==> src/rtl/ss_bus_master_if.sv <==
`default_nettype none
// +-----------------------------------------------------------------------+
// | Module   : ssbus_if                                                   |
// | Brief    : Save-state bus between the ss_bus_master and the slaves    |
// |            (tile mappers, register banks, sprite/line controllers).   |
// | Revision : 1.0 - initial release                                      |
// +-----------------------------------------------------------------------+
interface ssbus_if;
   logic [7:0]  select;
   logic [23:0] addr;
   logic [63:0] data;
   logic        query;
   logic        read;
   logic        write;
   logic        ack;
   logic [23:0] query_count;
   logic [63:0] data_in;

   modport master (
      output select, addr, data, query, read, write,
      input  ack, query_count, data_in
   );

   modport slave (
      input  select, addr, data, query, read, write,
      output ack, query_count, data_in
   );
endinterface
`default_nettype wire

==> src/rtl/ss_bus_master.sv <==
`default_nettype none
// +-----------------------------------------------------------------------+
// | Module   : ss_bus_master                                              |
// | Brief    : Save-state initiator. Save walks device indices, queries   |
// |            each slave's word count and streams header + payload words |
// |            to memory, closing with a terminator. Restore reads the    |
// |            same stream back and writes each word into its slave.      |
// | Options  : SS_CHECKSUM_EN - append/verify a 64-bit XOR of all payload |
// |            words after the terminator.                                |
// | Revision : 1.0 - initial release                                      |
// +-----------------------------------------------------------------------+
module ss_bus_master #(
   parameter int          MAX_DEV   = 128,
   parameter int          TIMEOUT   = 255,
   parameter logic [31:0] BASE_ADDR = 32'h0000_0000
) (
   input  logic          clk,
   input  logic          reset,
   input  logic          save_start,
   input  logic          restore_start,
   output logic          busy,
   output logic          done,
   output logic          error,
   output logic [31:0]   mem_addr,
   output logic [63:0]   mem_wdata,
   input  logic [63:0]   mem_rdata,
   output logic          mem_wr,
   output logic          mem_rd,
   input  logic          mem_ack,
   ssbus_if.master       ssbus
);

   // Timeout counter is at least 8 bits, wider only if TIMEOUT needs it.
   localparam int                 C_TMO_W     = (TIMEOUT > 255) ? $clog2(TIMEOUT + 1) : 8;
   localparam logic [C_TMO_W-1:0] C_TMO_LIMIT = C_TMO_W'(TIMEOUT);
   localparam logic [7:0]         C_LAST_IDX  = 8'(MAX_DEV - 1);
   localparam logic [7:0]         C_MAGIC     = 8'hA5;
   localparam logic [63:0]        C_TERM      = 64'h5A00_0000_0000_0000;
   localparam logic [31:0]        C_STEP      = 32'd8;

   typedef enum logic [3:0] {
      S_IDLE  = 4'd0,
      S_QUERY = 4'd1,
      S_HDR   = 4'd2,
      S_RD    = 4'd3,
      S_MWR   = 4'd4,
      S_MRD   = 4'd5,
      S_WR    = 4'd6,
      S_NEXT  = 4'd7,
      S_FIN   = 4'd8,
      S_CSUM  = 4'd9,
      S_ERROR = 4'd10
   } state_t;

   state_t               r_state, w_state;

   logic                 r_save,      w_save;
   logic [7:0]           r_idx,       w_idx;
   logic [23:0]          r_count,     w_count;
   logic [23:0]          r_n,         w_n;
   logic [C_TMO_W-1:0]   r_tmo,       w_tmo;
   logic [31:0]          r_mem_addr,  w_mem_addr;
   logic [63:0]          r_mem_wdata, w_mem_wdata;
   logic                 r_mem_wr,    w_mem_wr;
   logic                 r_mem_rd,    w_mem_rd;
   logic                 r_busy,      w_busy;
   logic                 r_done,      w_done;
   logic                 r_error,     w_error;
   logic                 r_query,     w_query;
   logic                 r_read,      w_read;
   logic                 r_write,     w_write;
   logic [7:0]           r_select,    w_select;
   logic [23:0]          r_addr,      w_addr;
   logic [63:0]          r_data,      w_data;
`ifdef SS_CHECKSUM_EN
   logic [63:0]          r_csum,      w_csum;
`endif

   logic [23:0]          w_n_inc;
   logic                 w_tmo_exp;
   logic                 w_hdr_ok;

   assign w_n_inc   = r_n + 24'd1;
   assign w_tmo_exp = (r_tmo == C_TMO_LIMIT);
   // Restore header must carry the magic byte, this index and the live count.
   assign w_hdr_ok  = (mem_rdata[63:56] == C_MAGIC) &&
                      (mem_rdata[39:32] == r_idx)   &&
                      (mem_rdata[23:0]  == r_count);

   assign busy          = r_busy;
   assign done          = r_done;
   assign error         = r_error;
   assign mem_addr      = r_mem_addr;
   assign mem_wdata     = r_mem_wdata;
   assign mem_wr        = r_mem_wr;
   assign mem_rd        = r_mem_rd;
   assign ssbus.select  = r_select;
   assign ssbus.addr    = r_addr;
   assign ssbus.data    = r_data;
   assign ssbus.query   = r_query;
   assign ssbus.read    = r_read;
   assign ssbus.write   = r_write;

   // State register.
   always_ff @(posedge clk) begin
      if (reset) begin
         r_state <= S_IDLE;
      end else begin
         r_state <= w_state;
      end
   end

   // Datapath and registered outputs; every strobe comes straight from a flop.
   always_ff @(posedge clk) begin
      if (reset) begin
         r_save      <= 1'b0;
         r_idx       <= 8'd0;
         r_count     <= 24'd0;
         r_n         <= 24'd0;
         r_tmo       <= '0;
         r_mem_addr  <= BASE_ADDR;
         r_mem_wdata <= 64'd0;
         r_mem_wr    <= 1'b0;
         r_mem_rd    <= 1'b0;
         r_busy      <= 1'b0;
         r_done      <= 1'b0;
         r_error     <= 1'b0;
         r_query     <= 1'b0;
         r_read      <= 1'b0;
         r_write     <= 1'b0;
         r_select    <= 8'd0;
         r_addr      <= 24'd0;
         r_data      <= 64'd0;
`ifdef SS_CHECKSUM_EN
         r_csum      <= 64'd0;
`endif
      end else begin
         r_save      <= w_save;
         r_idx       <= w_idx;
         r_count     <= w_count;
         r_n         <= w_n;
         r_tmo       <= w_tmo;
         r_mem_addr  <= w_mem_addr;
         r_mem_wdata <= w_mem_wdata;
         r_mem_wr    <= w_mem_wr;
         r_mem_rd    <= w_mem_rd;
         r_busy      <= w_busy;
         r_done      <= w_done;
         r_error     <= w_error;
         r_query     <= w_query;
         r_read      <= w_read;
         r_write     <= w_write;
         r_select    <= w_select;
         r_addr      <= w_addr;
         r_data      <= w_data;
`ifdef SS_CHECKSUM_EN
         r_csum      <= w_csum;
`endif
      end
   end

   // Next-state and next-register logic. A strobe is raised on the
   // transition into the state that owns it and dropped on the ack, so
   // there is always at least one idle cycle between successive strobes.
   always_comb begin
      w_state     = r_state;
      w_save      = r_save;
      w_idx       = r_idx;
      w_count     = r_count;
      w_n         = r_n;
      w_tmo       = r_tmo + 1'b1;
      w_mem_addr  = r_mem_addr;
      w_mem_wdata = r_mem_wdata;
      w_mem_wr    = r_mem_wr;
      w_mem_rd    = r_mem_rd;
      w_busy      = r_busy;
      w_done      = 1'b0;
      w_error     = r_error;
      w_query     = r_query;
      w_read      = r_read;
      w_write     = r_write;
      w_select    = r_select;
      w_addr      = r_addr;
      w_data      = r_data;
`ifdef SS_CHECKSUM_EN
      w_csum      = r_csum;
`endif

      case (r_state)
         S_IDLE: begin
            if (save_start || restore_start) begin
               w_save     = save_start;
               w_idx      = 8'd0;
               w_error    = 1'b0;
               w_busy     = 1'b1;
               w_mem_addr = BASE_ADDR;
               w_select   = 8'd0;
               w_addr     = 24'd0;
               w_query    = 1'b1;
               w_tmo      = '0;
`ifdef SS_CHECKSUM_EN
               w_csum     = 64'd0;
`endif
               w_state    = S_QUERY;
            end
         end

         S_QUERY: begin
            if (ssbus.ack) begin
               w_query = 1'b0;
               w_count = ssbus.query_count;
               if (ssbus.query_count == 24'd0) begin
                  w_state = S_NEXT;
               end else begin
                  w_state = S_HDR;
                  if (r_save) begin
                     w_mem_wr    = 1'b1;
                     w_mem_wdata = {C_MAGIC, 16'h0000, r_idx, 8'h00, ssbus.query_count};
                  end else begin
                     w_mem_rd    = 1'b1;
                  end
               end
            end else if (w_tmo_exp) begin
               // No slave at this index; not an error.
               w_query = 1'b0;
               w_state = S_NEXT;
            end
         end

         S_HDR: begin
            if (mem_ack) begin
               w_mem_wr   = 1'b0;
               w_mem_rd   = 1'b0;
               w_mem_addr = r_mem_addr + C_STEP;
               w_n        = 24'd0;
               if (r_save) begin
                  w_read  = 1'b1;
                  w_addr  = 24'd0;
                  w_tmo   = '0;
                  w_state = S_RD;
               end else if (!w_hdr_ok) begin
                  w_state = S_ERROR;
               end else begin
                  w_mem_rd = 1'b1;
                  w_state  = S_MRD;
               end
            end
         end

         S_RD: begin
            if (ssbus.ack) begin
               w_read      = 1'b0;
               w_mem_wdata = ssbus.data_in;
               w_mem_wr    = 1'b1;
               w_state     = S_MWR;
            end else if (w_tmo_exp) begin
               w_read  = 1'b0;
               w_state = S_ERROR;
            end
         end

         S_MWR: begin
            if (mem_ack) begin
               w_mem_wr   = 1'b0;
               w_mem_addr = r_mem_addr + C_STEP;
               w_n        = w_n_inc;
`ifdef SS_CHECKSUM_EN
               w_csum     = r_csum ^ r_mem_wdata;
`endif
               if (w_n_inc == r_count) begin
                  w_state = S_NEXT;
               end else begin
                  w_read  = 1'b1;
                  w_addr  = w_n_inc;
                  w_tmo   = '0;
                  w_state = S_RD;
               end
            end
         end

         S_MRD: begin
            if (mem_ack) begin
               w_mem_rd   = 1'b0;
               w_mem_addr = r_mem_addr + C_STEP;
               w_data     = mem_rdata;
`ifdef SS_CHECKSUM_EN
               w_csum     = r_csum ^ mem_rdata;
`endif
               w_addr     = r_n;
               w_write    = 1'b1;
               w_tmo      = '0;
               w_state    = S_WR;
            end
         end

         S_WR: begin
            if (ssbus.ack) begin
               w_write = 1'b0;
               w_n     = w_n_inc;
               if (w_n_inc == r_count) begin
                  w_state = S_NEXT;
               end else begin
                  w_mem_rd = 1'b1;
                  w_state  = S_MRD;
               end
            end else if (w_tmo_exp) begin
               w_write = 1'b0;
               w_state = S_ERROR;
            end
         end

         S_NEXT: begin
            if (r_idx == C_LAST_IDX) begin
               w_state = S_FIN;
               if (r_save) begin
                  w_mem_wr    = 1'b1;
                  w_mem_wdata = C_TERM;
               end else begin
                  w_mem_rd    = 1'b1;
               end
            end else begin
               w_idx    = r_idx + 8'd1;
               w_select = r_idx + 8'd1;
               w_addr   = 24'd0;
               w_query  = 1'b1;
               w_tmo    = '0;
               w_state  = S_QUERY;
            end
         end

         S_FIN: begin
            if (mem_ack) begin
               w_mem_wr   = 1'b0;
               w_mem_rd   = 1'b0;
               w_mem_addr = r_mem_addr + C_STEP;
               if (!r_save && (mem_rdata != C_TERM)) begin
                  w_state = S_ERROR;
               end else begin
`ifdef SS_CHECKSUM_EN
                  w_state = S_CSUM;
                  if (r_save) begin
                     w_mem_wr    = 1'b1;
                     w_mem_wdata = r_csum;
                  end else begin
                     w_mem_rd    = 1'b1;
                  end
`else
                  w_done  = 1'b1;
                  w_busy  = 1'b0;
                  w_state = S_IDLE;
`endif
               end
            end
         end

`ifdef SS_CHECKSUM_EN
         S_CSUM: begin
            if (mem_ack) begin
               w_mem_wr   = 1'b0;
               w_mem_rd   = 1'b0;
               w_mem_addr = r_mem_addr + C_STEP;
               if (!r_save && (mem_rdata != r_csum)) begin
                  w_state = S_ERROR;
               end else begin
                  w_done  = 1'b1;
                  w_busy  = 1'b0;
                  w_state = S_IDLE;
               end
            end
         end
`endif

         S_ERROR: begin
            w_mem_wr = 1'b0;
            w_mem_rd = 1'b0;
            w_query  = 1'b0;
            w_read   = 1'b0;
            w_write  = 1'b0;
            w_error  = 1'b1;
            w_busy   = 1'b0;
            w_state  = S_IDLE;
         end

         default: begin
            w_state = S_IDLE;
         end
      endcase
   end

endmodule
`default_nettype wire

==> src/flat_wrapper.sv <==
// flat-port wrapper written by rule: the top's interface ports become plain ports
module ss_bus_master_flat 
#(
   parameter int          MAX_DEV   = 128,
   parameter int          TIMEOUT   = 255,
   parameter logic [31:0] BASE_ADDR = 32'h0000_0000
)
  (clk, reset, save_start, restore_start, busy, done, error, mem_addr, mem_wdata, mem_rdata, mem_wr, mem_rd, mem_ack, ssbus_select, ssbus_addr, ssbus_data, ssbus_query, ssbus_read, ssbus_write, ssbus_ack, ssbus_query_count, ssbus_data_in);
  ssbus_if ssbus_i ();
  input  logic clk;
  input  logic reset;
  input  logic save_start;
  input  logic restore_start;
  output logic busy;
  output logic done;
  output logic error;
  output logic [31:0] mem_addr;
  output logic [63:0] mem_wdata;
  input  logic [63:0] mem_rdata;
  output logic mem_wr;
  output logic mem_rd;
  input  logic mem_ack;
  output wire logic [$bits(ssbus_i.select)-1:0] ssbus_select;
  output wire logic [$bits(ssbus_i.addr)-1:0] ssbus_addr;
  output wire logic [$bits(ssbus_i.data)-1:0] ssbus_data;
  output wire logic [$bits(ssbus_i.query)-1:0] ssbus_query;
  output wire logic [$bits(ssbus_i.read)-1:0] ssbus_read;
  output wire logic [$bits(ssbus_i.write)-1:0] ssbus_write;
  input wire logic [$bits(ssbus_i.ack)-1:0] ssbus_ack;
  input wire logic [$bits(ssbus_i.query_count)-1:0] ssbus_query_count;
  input wire logic [$bits(ssbus_i.data_in)-1:0] ssbus_data_in;
  assign ssbus_select = ssbus_i.select;
  assign ssbus_addr = ssbus_i.addr;
  assign ssbus_data = ssbus_i.data;
  assign ssbus_query = ssbus_i.query;
  assign ssbus_read = ssbus_i.read;
  assign ssbus_write = ssbus_i.write;
  assign ssbus_i.ack = ssbus_ack;
  assign ssbus_i.query_count = ssbus_query_count;
  assign ssbus_i.data_in = ssbus_data_in;
  ss_bus_master #(.MAX_DEV(MAX_DEV), .TIMEOUT(TIMEOUT), .BASE_ADDR(BASE_ADDR)) u_core (.clk(clk), .reset(reset), .save_start(save_start), .restore_start(restore_start), .busy(busy), .done(done), .error(error), .mem_addr(mem_addr), .mem_wdata(mem_wdata), .mem_rdata(mem_rdata), .mem_wr(mem_wr), .mem_rd(mem_rd), .mem_ack(mem_ack), .ssbus(ssbus_i));
endmodule
==> config.mk <==
export PLATFORM = sky130hd
export DESIGN_NAME = ss_bus_master_flat
export DESIGN_NICKNAME = d
export VERILOG_FILES = /design/src/rtl/ss_bus_master_if.sv /design/src/rtl/ss_bus_master.sv /design/src/flat_wrapper.sv
export SDC_FILE = /design/constraint.sdc
export NUM_CORES = 1
export LEC_CHECK = 0
export CAP_MARGIN = 10
export CORE_MARGIN = 2
export CORE_UTILIZATION = 40
export DETAILED_ROUTE_END_ITERATION = 7
export PLACE_DENSITY = 0.69
export SLEW_MARGIN = 30
export SYNTH_ARGS = -nofsm -noshare
export SYNTH_HDL_FRONTEND = slang
export SYNTH_SLANG_ARGS = --single-unit
==> constraint.sdc <==
create_clock -name clk -period 3.5 [get_ports clk]
set_input_delay 0.7 -clock clk [delete_from_list [all_inputs] [get_ports clk]]
set_output_delay 0.7 -clock clk [all_outputs]
set_load 0.05 [all_outputs]
==> qor_table.md, run 1 <==
| Stage | Metric | Reported |
| --- | --- | --- |
| critical path | CP Capture Point | u_core.ssbus.addr[3]$_SDFFE_PP0P_ |
| critical path | Buffering stage count on the worst path with inverters included | 2 |
| timing | Final max-slew violation count | 0 |
| logic synthesis | Mean Syn Cell Area | 7.82 µm² |
| min path | Number of cells on the worst hold path | 2 |
| status | Status | finished clean |
| global route | Wire length of the first global-routing pass | 69.8 mm |
| critical path | Worst flop-to-flop path startpoint | u_core.r_n[1]$_SDFFE_PP0P_ |
| global route | Grt total ovfl | 0 |
| cts | Deepest level of the CTS H-tree | 1 |
| finish | Number of standard cells in the final layout excluding fillers | 2,378 |
| timing | Shortest period the worst path allows | 3020 ps |
| global route | Pin count of the biggest net entering global routing | 102 |
| floorplan | Area of the die | 0.0336 mm² |
| finish | Area taken by multi-input logic gates | 0.00708 mm² |
| global route | GR Util All Layers | 26.0% |
| finish | Reg area | 0.00517 mm² |
| critical path | Critical path capture point type | register |
| cts | Resized cells post-CTS | 0 |
| finish | Final net count | 2,118 |
| route | DRC viols | 0 |
| cts | Reg clk slew, reported paths | 60 ps |
| cts | Setup Fix Bufs, Post-CTS | 0 |
| flow run | Maximum capacitance violations | 0 |
| critical path | First element of the critical path | u_core.r_n[1]$_SDFFE_PP0P_ |
| floorplan | Initial core utilization | 40.7% |
| critical path | Launching element type of the critical path | register |
| timing | Final setup TNS | 0 ps |
| logic synthesis | Leading register cell type out of synthesis | sky130_fd_sc_hd__dfxtp_1 |
| logic synthesis | FF+latch count, synth | 258 |
| floorplan | Io pins | 358 |
| place | Detailed placement HPWL | 33.3 mm |
| critical path | Crit-path max cell delay | 450 ps |
| critical path | Largest driver fanout on the critical path | 32 |
| global route | Vias in the first global route | 12,433 |
| logic synthesis | Count of flip-flops with a built-in enable after synthesis | 0 |
| critical path | Critical path arrival | 3460 ps |
| critical path | Number of stages on the worst setup path | 11 |
| place | Count of input and output buffers | 354 |
| timing | Actual transition at the worst max-transition pin | 813 ps |
| timing | Worst-case clock skew | 18.7 ps |
| cts | Clock latency on the worst-skew pair | 570 ps |
| floorplan | Die Ht | 183 µm |
| route | Total via count after detailed routing | 13,031 |
| route | Via density | 5.48 |
| timing | Headroom to the max-slew limit | 45.8% |
| route | Routed WL | 45.4 mm |
| route | Length of the first detailed-routing pass in iterations | 6 |
| cts | CTS tree | done |
| cts | Total number of clock tree sinks | 258 |
| cts | Inserted Clock Buffers | 29 |
| finish | Relative area change from synthesis to final layout | 37.7% |
| critical path | Register-to-Register Path Depth | 11 |
| critical path | Reg2Reg Capture Point | u_core.ssbus.addr[3]$_SDFFE_PP0P_ |
| critical path | Slowest stage cell on the critical path | sky130_fd_sc_hd__dfxtp_1 |
| place | Inst Count DP | 2,327 |
| critical path | Worst path most repeated cell | sky130_fd_sc_hd__and4_1 |
| min path | Tightest Hold Check Type | reg2reg |
| logic synthesis | Cell variety after synth | 80 |
| logic synthesis | Number of standard cells after synthesis | 1,645 |
| critical path | Cell family with most CP delay | simple AND/OR/NAND/NOR gates |
| timing | Final hold violation count | 0 |
| timing | Final setup violating endpoints | 0 |
| logic synthesis | Fraction of the yosys area taken by sequential cells | 40.1% |
| timing | Final critical-path share of the clock period | 86.4% |
| logic synthesis | Post-synth top area share | 40.1% |
| timing | Achievable Freq | 331 MHz |
| floorplan | Die Span X | 183 µm |
| critical path | Worst EP required | 3940 ps |
| power | Leakage power | 6.04 nW |
| global route | Number of antenna violations at the first check in global routing | 1 |
| logic synthesis | Synthesized area | 0.0129 mm² |
| logic synthesis | Dominant cell type by area after synthesis | sky130_fd_sc_hd__dfxtp_1 |
| finish | Fraction of layout instances using a drive strength above 1 | 6.94% |
| cts | Hold bufs inserted after CTS | 0 |
| place | Final Wtd Congestion | 0.941 |
| logic synthesis | Number of warnings issued by yosys | 0 |
| floorplan | Rows | 65 |
| logic synthesis | Fraction of registers with async set or reset after synthesis | 0% |
| logic synthesis | Top post-synthesis cells by area | sky130_fd_sc_hd__dfxtp_1 (40%), sky130_fd_sc_hd__nand2_1 (8.3%), sky130_fd_sc_hd__a21oi_1 (7.1%) |
| finish | Number of inserted filler cells in the final layout | 2,928 |
| cts | Buffer type at the clock tree root | sky130_fd_sc_hd__clkbuf_16 |
| critical path | Critical Setup Path Class | reg2reg |
| critical path | FF-to-FF setup slack | 480 ps |
| cts | Maximum number of buffers from clock root to sink | 3 |
| timing | Setup repair after global routing missed its margin | no |
| route | Starting DRT DRC Count | 1,155 |
| floorplan | Standard cell core area | 0.0316 mm² |
| route | Average routed wire per standard cell | 19.1 µm |
| route | Remaining antenna violation count | 0 |
| power | Worst ir drop on vdd | 577 µV |
| power | Power per Cell Area | 592 mW/mm² |
| critical path | Chain of cells forming the critical path | ha_1 -> buf_4 -> and4_1 -> nand4_1 -> xnor2_1 -> a2111oi_0 -> and4_1 -> nand4_2 -> and4_1 -> buf_12 -> mux2i_1 |
==> worst reg2reg max path: stages, from the launching register on <==
cell and delay (ps):
sky130_fd_sc_hd__dfxtp_1 450, sky130_fd_sc_hd__ha_1 220, sky130_fd_sc_hd__buf_4 170, sky130_fd_sc_hd__and4_1 250, sky130_fd_sc_hd__nand4_1 240, sky130_fd_sc_hd__xnor2_1 220, sky130_fd_sc_hd__a2111oi_0 390, sky130_fd_sc_hd__and4_1 290
sky130_fd_sc_hd__nand4_2 90, sky130_fd_sc_hd__and4_1 200, sky130_fd_sc_hd__buf_12 180, sky130_fd_sc_hd__mux2i_1 180
==> report_power, final <==
group | internal [W] | switching, W | leakage (nW)
logic | 0.00144 | 0.00264 | 3.52
clock network | 0.00164 | 0.00124 | 0.437
registers | 0.00325 | 0.000276 | 2.09
==> layout by cell type, fill, tap and decap left out, types with 35 or more instances in the layout <==
| cell type | count |
|---|---|
| sky130_fd_sc_hd__a21oi_1 | 182 |
| sky130_fd_sc_hd__buf_4 | 49 |
| sky130_fd_sc_hd__clkdlybuf4s50_1 | 353 |
| sky130_fd_sc_hd__dfxtp_1 | 257 |
| sky130_fd_sc_hd__nand2_1 | 284 |
| sky130_fd_sc_hd__nand2b_1 | 39 |
| sky130_fd_sc_hd__nand3_1 | 59 |
| sky130_fd_sc_hd__nor2_1 | 135 |
| sky130_fd_sc_hd__nor3_1 | 61 |
| sky130_fd_sc_hd__nor3b_1 | 35 |
| sky130_fd_sc_hd__o21ai_0 | 48 |
| sky130_fd_sc_hd__xnor2_1 | 44 |
| sky130_fd_sc_hd__xor2_1 | 67 |
==> registers in the layout, summed over array words and instances, names as in the netlist, 8 cells and up <==
register,count
u_core.ssbus.data,64
u_core.r_idx,8
u_core.r_tmo,8
u_core.r_count,24
u_core.ssbus.addr,24
u_core.r_n,24
u_core.mem_wdata,64
u_core.mem_addr,29
==> metrics by stage <==
step,util (%),power (W),setup WS [ps],instance area [µm²],hold WS [ps]
6_report,56.0,0.0105,477,17700,448
5_1_grt,56.0,0.0110,209,17700,468
4_1_cts,56.0,0.0105,490,17700,450
3_5_place_dp,53.2,0.00765,205,16800,442
3_3_place_gp,53.2,0.00760,210,16800,437
2_1_floorplan,-,0.00632,654,12900,437
==> cell families (layout without fill, tap and decap cells) <==
logic type               count (synthesis)  after routing  share of synthesized area (%)
flip-flops                             258            258                           40.1
adder cells (fa/ha/maj)                  4              4                          0.389
other                                    1              5                         0.0291
XOR/XNOR                               111            111                           7.56
multiplexers                            27             27                           2.11
buffers and inverters                  146            473                           5.10
AND/OR/NAND/NOR                        772            772                           29.7
AO/OA/AOI/OAI                          326            326                           15.0
==> synthesized netlist by cell type (5+ instances only) <==
| cell type | count |
|---|---|
| sky130_fd_sc_hd__or3_1 | 22 |
| sky130_fd_sc_hd__buf_2 | 16 |
| sky130_fd_sc_hd__nor4_1 | 30 |
| sky130_fd_sc_hd__nor2_1 | 136 |
| sky130_fd_sc_hd__nor3_2 | 9 |
| sky130_fd_sc_hd__xor2_1 | 67 |
| sky130_fd_sc_hd__o21a_1 | 6 |
| sky130_fd_sc_hd__o211ai_1 | 5 |
| sky130_fd_sc_hd__and2_1 | 7 |
| sky130_fd_sc_hd__nand3_1 | 59 |
| sky130_fd_sc_hd__inv_1 | 15 |
| sky130_fd_sc_hd__nor3b_1 | 35 |
| sky130_fd_sc_hd__nor3_1 | 64 |
| sky130_fd_sc_hd__nand2_1 | 285 |
| sky130_fd_sc_hd__a211oi_1 | 34 |
| sky130_fd_sc_hd__a311oi_1 | 5 |
| sky130_fd_sc_hd__nand2b_1 | 39 |
| sky130_fd_sc_hd__and4_1 | 8 |
| sky130_fd_sc_hd__xnor2_1 | 44 |
| sky130_fd_sc_hd__a31oi_1 | 6 |
| sky130_fd_sc_hd__a21oi_1 | 182 |
| sky130_fd_sc_hd__clkbuf_1 | 98 |
| sky130_fd_sc_hd__dfxtp_1 | 258 |
| sky130_fd_sc_hd__nor2b_1 | 11 |
| sky130_fd_sc_hd__buf_1 | 5 |
| sky130_fd_sc_hd__o21ai_0 | 48 |
| sky130_fd_sc_hd__nand4_1 | 25 |
| sky130_fd_sc_hd__and3_1 | 10 |
| sky130_fd_sc_hd__mux2i_1 | 26 |
==> layer usage <==
| metal | wire length [µm] | part of all wire [%] | GRT usage, % |
|---|---|---|---|
| met1 | 19100 | 42 | 33.2 |
| met2 | 21500 | 47 | 43.3 |
| met3 | 3540 | 7.8 | 6.61 |
| met4 | 1320 | 2.9 | 7.87 |
| met5 | 12 | 0.026 | 0 |
==> layout make-up <==
class                           count  area share, %
Multi-Input combinational cell   1243           39.9
Sequential cell                   258           29.2
Timing Repair Buffer              408           22.7
Clock buffer                       41           4.69
Tap cell                          402           2.84
Clock inverter                      8          0.339
Inverter                           16          0.339
Antenna cell                        2         0.0283
==> worst min path at each step <==
stage                                      start                                 to  slack (ps)
3_5_place_dp   u_core.mem_wdata[53]$_SDFFE_PP0P_  u_core.mem_wdata[53]$_SDFFE_PP0P_         440
5_1_grt        u_core.mem_wdata[46]$_SDFFE_PP0P_  u_core.mem_wdata[46]$_SDFFE_PP0P_         470
2_1_floorplan         u_core.r_tmo[0]$_SDFF_PP0_         u_core.r_tmo[0]$_SDFF_PP0_         440
4_1_cts        u_core.mem_wdata[53]$_SDFFE_PP0P_  u_core.mem_wdata[53]$_SDFFE_PP0P_         450
6_report       u_core.mem_wdata[47]$_SDFFE_PP0P_  u_core.mem_wdata[47]$_SDFFE_PP0P_         450
3_3_place_gp   u_core.mem_wdata[52]$_SDFFE_PP0P_  u_core.mem_wdata[52]$_SDFFE_PP0P_         440
Power figures use the tool's default switching activity.
==> inputs of run 2 (changes only) <==
--- a/config.mk
+++ b/config.mk
@@ -5,6 +5,7 @@
 export SDC_FILE = /design/constraint.sdc
 export NUM_CORES = 1
 export LEC_CHECK = 0
+export ABC_AREA = 0
 export CAP_MARGIN = 10
 export CORE_MARGIN = 2
 export CORE_UTILIZATION = 40
==> constraint.sdc (replaced) <==
create_clock -name clk -period 3.15 [get_ports clk]
set_input_delay 0.63 -clock clk [delete_from_list [all_inputs] [get_ports clk]]
set_output_delay 0.63 -clock clk [all_outputs]
set_load 0.05 [all_outputs]
==> run 2 against run 1 <==
  * Cell area increased by 2.4%
  * Sequential share of layout area decreased by 0.68 points
  * Core utilization increased by 1.3 points
  * Non-clock buffer count increased by 30
  * Global-route usage increased by 0.29 points
  * Flip-flop and latch count unchanged
  * Clock power increased by 30%
  * Sequential power increased by 11%
  * Critical path type unchanged
  * Largest cell class unchanged
==> qor_table.md, run 2 (synthesis results as in run 1) <==
| Stage | Metric | Reported |
| --- | --- | --- |
| finish | Most common cell after layout, fill and taps aside | sky130_fd_sc_hd__clkdlybuf4s50_1 |
| global route | Wire length of the first global-routing pass | 70.6 mm |
| route | Length of the first detailed-routing pass in iterations | 6 |
| floorplan | Rows | 65 |
| cts | Total number of clock tree sinks | 258 |
| critical path | Critical path capture point type | register |
| route | Remaining antenna violation count | 0 |
| finish | Count of antenna diodes in the layout | 0 |
| cts | Deepest level of the CTS H-tree | 1 |
| floorplan | Die Ht | 183 µm |
| route | Routed WL | 46.2 mm |
| power | Leakage power | 6.30 nW |
| global route | Number of antenna violations at the first check in global routing | 0 |
| timing | Worst-case clock skew | 14.4 ps |
| min path | Tightest Hold Check Type | reg2reg |
| cts | Reg clk slew, reported paths | 60 ps |
| critical path | Critical Setup Path Class | reg2reg |
| route | Average routed wire per standard cell | 19.2 µm |
| floorplan | Io pins | 358 |
| place | Detailed placement HPWL | 33.8 mm |
| route | DRC viols | 0 |
| floorplan | Initial core utilization | 40.7% |
| global route | Grt total ovfl | 0 |
| cts | Inserted Clock Buffers | 30 |
| cts | Hold bufs inserted after CTS | 0 |
| place | Count of input and output buffers | 354 |
| floorplan | Area of the die | 0.0336 mm² |
| cts | Setup Fix Bufs, Post-CTS | 0 |
| finish | Final net count | 2,149 |
| floorplan | Standard cell core area | 0.0316 mm² |
| flow run | Maximum capacitance violations | 0 |
| finish | Fraction of layout instances using a drive strength above 1 | 8.76% |
| timing | Final critical-path share of the clock period | 92.6% |
| place | Inst Count DP | 2,357 |
| timing | Headroom to the max-slew limit | 48.0% |
| route | Starting DRT DRC Count | 1,222 |
| timing | Final hold violation count | 0 |
| critical path | Worst EP required | 3590 ps |
| critical path | Launching element type of the critical path | register |
| status | Status | finished clean |
| critical path | Register-to-Register Path Depth | 11 |
| timing | Final setup violating endpoints | 0 |
| finish | Area taken by multi-input logic gates | 0.00709 mm² |
| cts | Clock latency on the worst-skew pair | 560 ps |
| power | Total Power Consumption | 0.0123 W |
| min path | Number of cells on the worst hold path | 2 |
| timing | Actual transition at the worst max-transition pin | 778 ps |
| route | Via density | 5.49 |
| critical path | Critical path arrival | 3360 ps |
| finish | Most frequent cells in the layout | sky130_fd_sc_hd__clkdlybuf4s50_1 (353), sky130_fd_sc_hd__nand2_1 (284), sky130_fd_sc_hd__dfxtp_1 (257), sky130_fd_sc_hd__a21oi_1 (182), sky130_fd_sc_hd__nor2_1 (135) |
| finish | Reg area | 0.00517 mm² |
| timing | Achievable Freq | 343 MHz |
| timing | Shortest period the worst path allows | 2920 ps |
| timing | Setup repair after global routing missed its margin | no |
| finish | Number of standard cells in the final layout excluding fillers | 2,412 |
| finish | Relative area change from synthesis to final layout | 41.0% |
| place | Final Wtd Congestion | 0.938 |
| floorplan | Die Span X | 183 µm |
| global route | Pin count of the biggest net entering global routing | 84 |
| critical path | Largest driver fanout on the critical path | 32 |
| cts | Buffer type at the clock tree root | sky130_fd_sc_hd__clkbuf_16 |
| global route | GR Util All Layers | 26.3% |
| power | Worst ir drop on vdd | 455 µV |
| cts | Maximum number of buffers from clock root to sink | 3 |
| route | Total via count after detailed routing | 13,250 |
| cts | CTS tree | done |
| global route | Vias in the first global route | 12,560 |
| power | Power per Cell Area | 676 mW/mm² |
| cts | Resized cells post-CTS | 0 |
| timing | Final max-slew violation count | 0 |
| finish | Number of inserted filler cells in the final layout | 2,845 |
==> run 2: cell count changes in the layout (fill, tap and decap cells not counted), sizes merged <==
| cell | delta |
|---|---|
| diode | -2 |
| buf | +30 |
| clkinv | +3 |
| bufinv | +5 |
| inv | -1 |
| clkinvlp | -1 |
==> run 2: report_power, final <==
group | internal, W | switching, W | total [W]
Sequential | 0.00361 | 0.000303 | 0.00391
Combinational | 0.00163 | 0.00296 | 0.00459
Clock | 0.00233 | 0.00142 | 0.00375
==> run 2: cell type report <==
| class | instances | area share [%] |
|---|---|---|
| flip-flops and latches | 258 | 28.5 |
| well taps | 402 | 2.77 |
| multi-input cells | 1243 | 39.1 |
| repair buffers | 438 | 23.4 |
| clock inverters | 14 | 1.09 |
| clock buffers | 41 | 4.82 |
| inverters | 16 | 0.331 |
==> run 2: through the flow <==
stage | hold slack (ps) | TNS (ps) | utilization (%) | area (µm²) | setup slack [ps]
5_1_grt | 470 | 0 | 57.3 | 18100 | 25.7
3_5_place_dp | 445 | -13.8 | 53.9 | 17100 | -13.8
3_3_place_gp | 437 | -9.82 | 53.9 | 17100 | -9.82
2_1_floorplan | 437 | 0 | - | 12900 | 304
4_1_cts | 453 | 0 | 57.3 | 18100 | 92.8
6_report | 452 | 0 | 57.3 | 18100 | 233
==> run 2: critical path, cell delays in order, from the launching register on <==
cell and delay (ps):
sky130_fd_sc_hd__dfxtp_1 330, sky130_fd_sc_hd__ha_1 160, sky130_fd_sc_hd__nand4_1 130, sky130_fd_sc_hd__or4_1 560
sky130_fd_sc_hd__xnor2_1 170, sky130_fd_sc_hd__a2111oi_2 410, sky130_fd_sc_hd__buf_4 170, sky130_fd_sc_hd__and4_1 200
sky130_fd_sc_hd__nand4_2 100, sky130_fd_sc_hd__and4_1 200, sky130_fd_sc_hd__buf_12 180, sky130_fd_sc_hd__mux2i_1 140
==> run 2: worst paths after layout <==
kind | slack, ps | end | startpoint
hold / removal | 450 | u_core.mem_wdata[27]$_SDFFE_PP0P_ | u_core.mem_wdata[27]$_SDFFE_PP0P_
hold reg to reg | 450 | u_core.mem_wdata[27]$_SDFFE_PP0P_ | u_core.mem_wdata[27]$_SDFFE_PP0P_
setup / recovery | 230 | u_core.ssbus.addr[2]$_SDFFE_PP0P_ | u_core.r_n[0]$_SDFFE_PP0P_
setup reg to reg | 230 | u_core.ssbus.addr[2]$_SDFFE_PP0P_ | u_core.r_n[0]$_SDFFE_PP0P_
==> run 2: layer usage <==
metal | share of wire (%) | up-vias | GRT usage [%]
met5 | 0 | - | 0
met1 | 41 | 6260 | 33.7
met4 | 2.9 | 0 | 8.19
met3 | 8.3 | 89 | 6.57
met2 | 47 | 513 | 43.5
li1 | - | 6388 | -
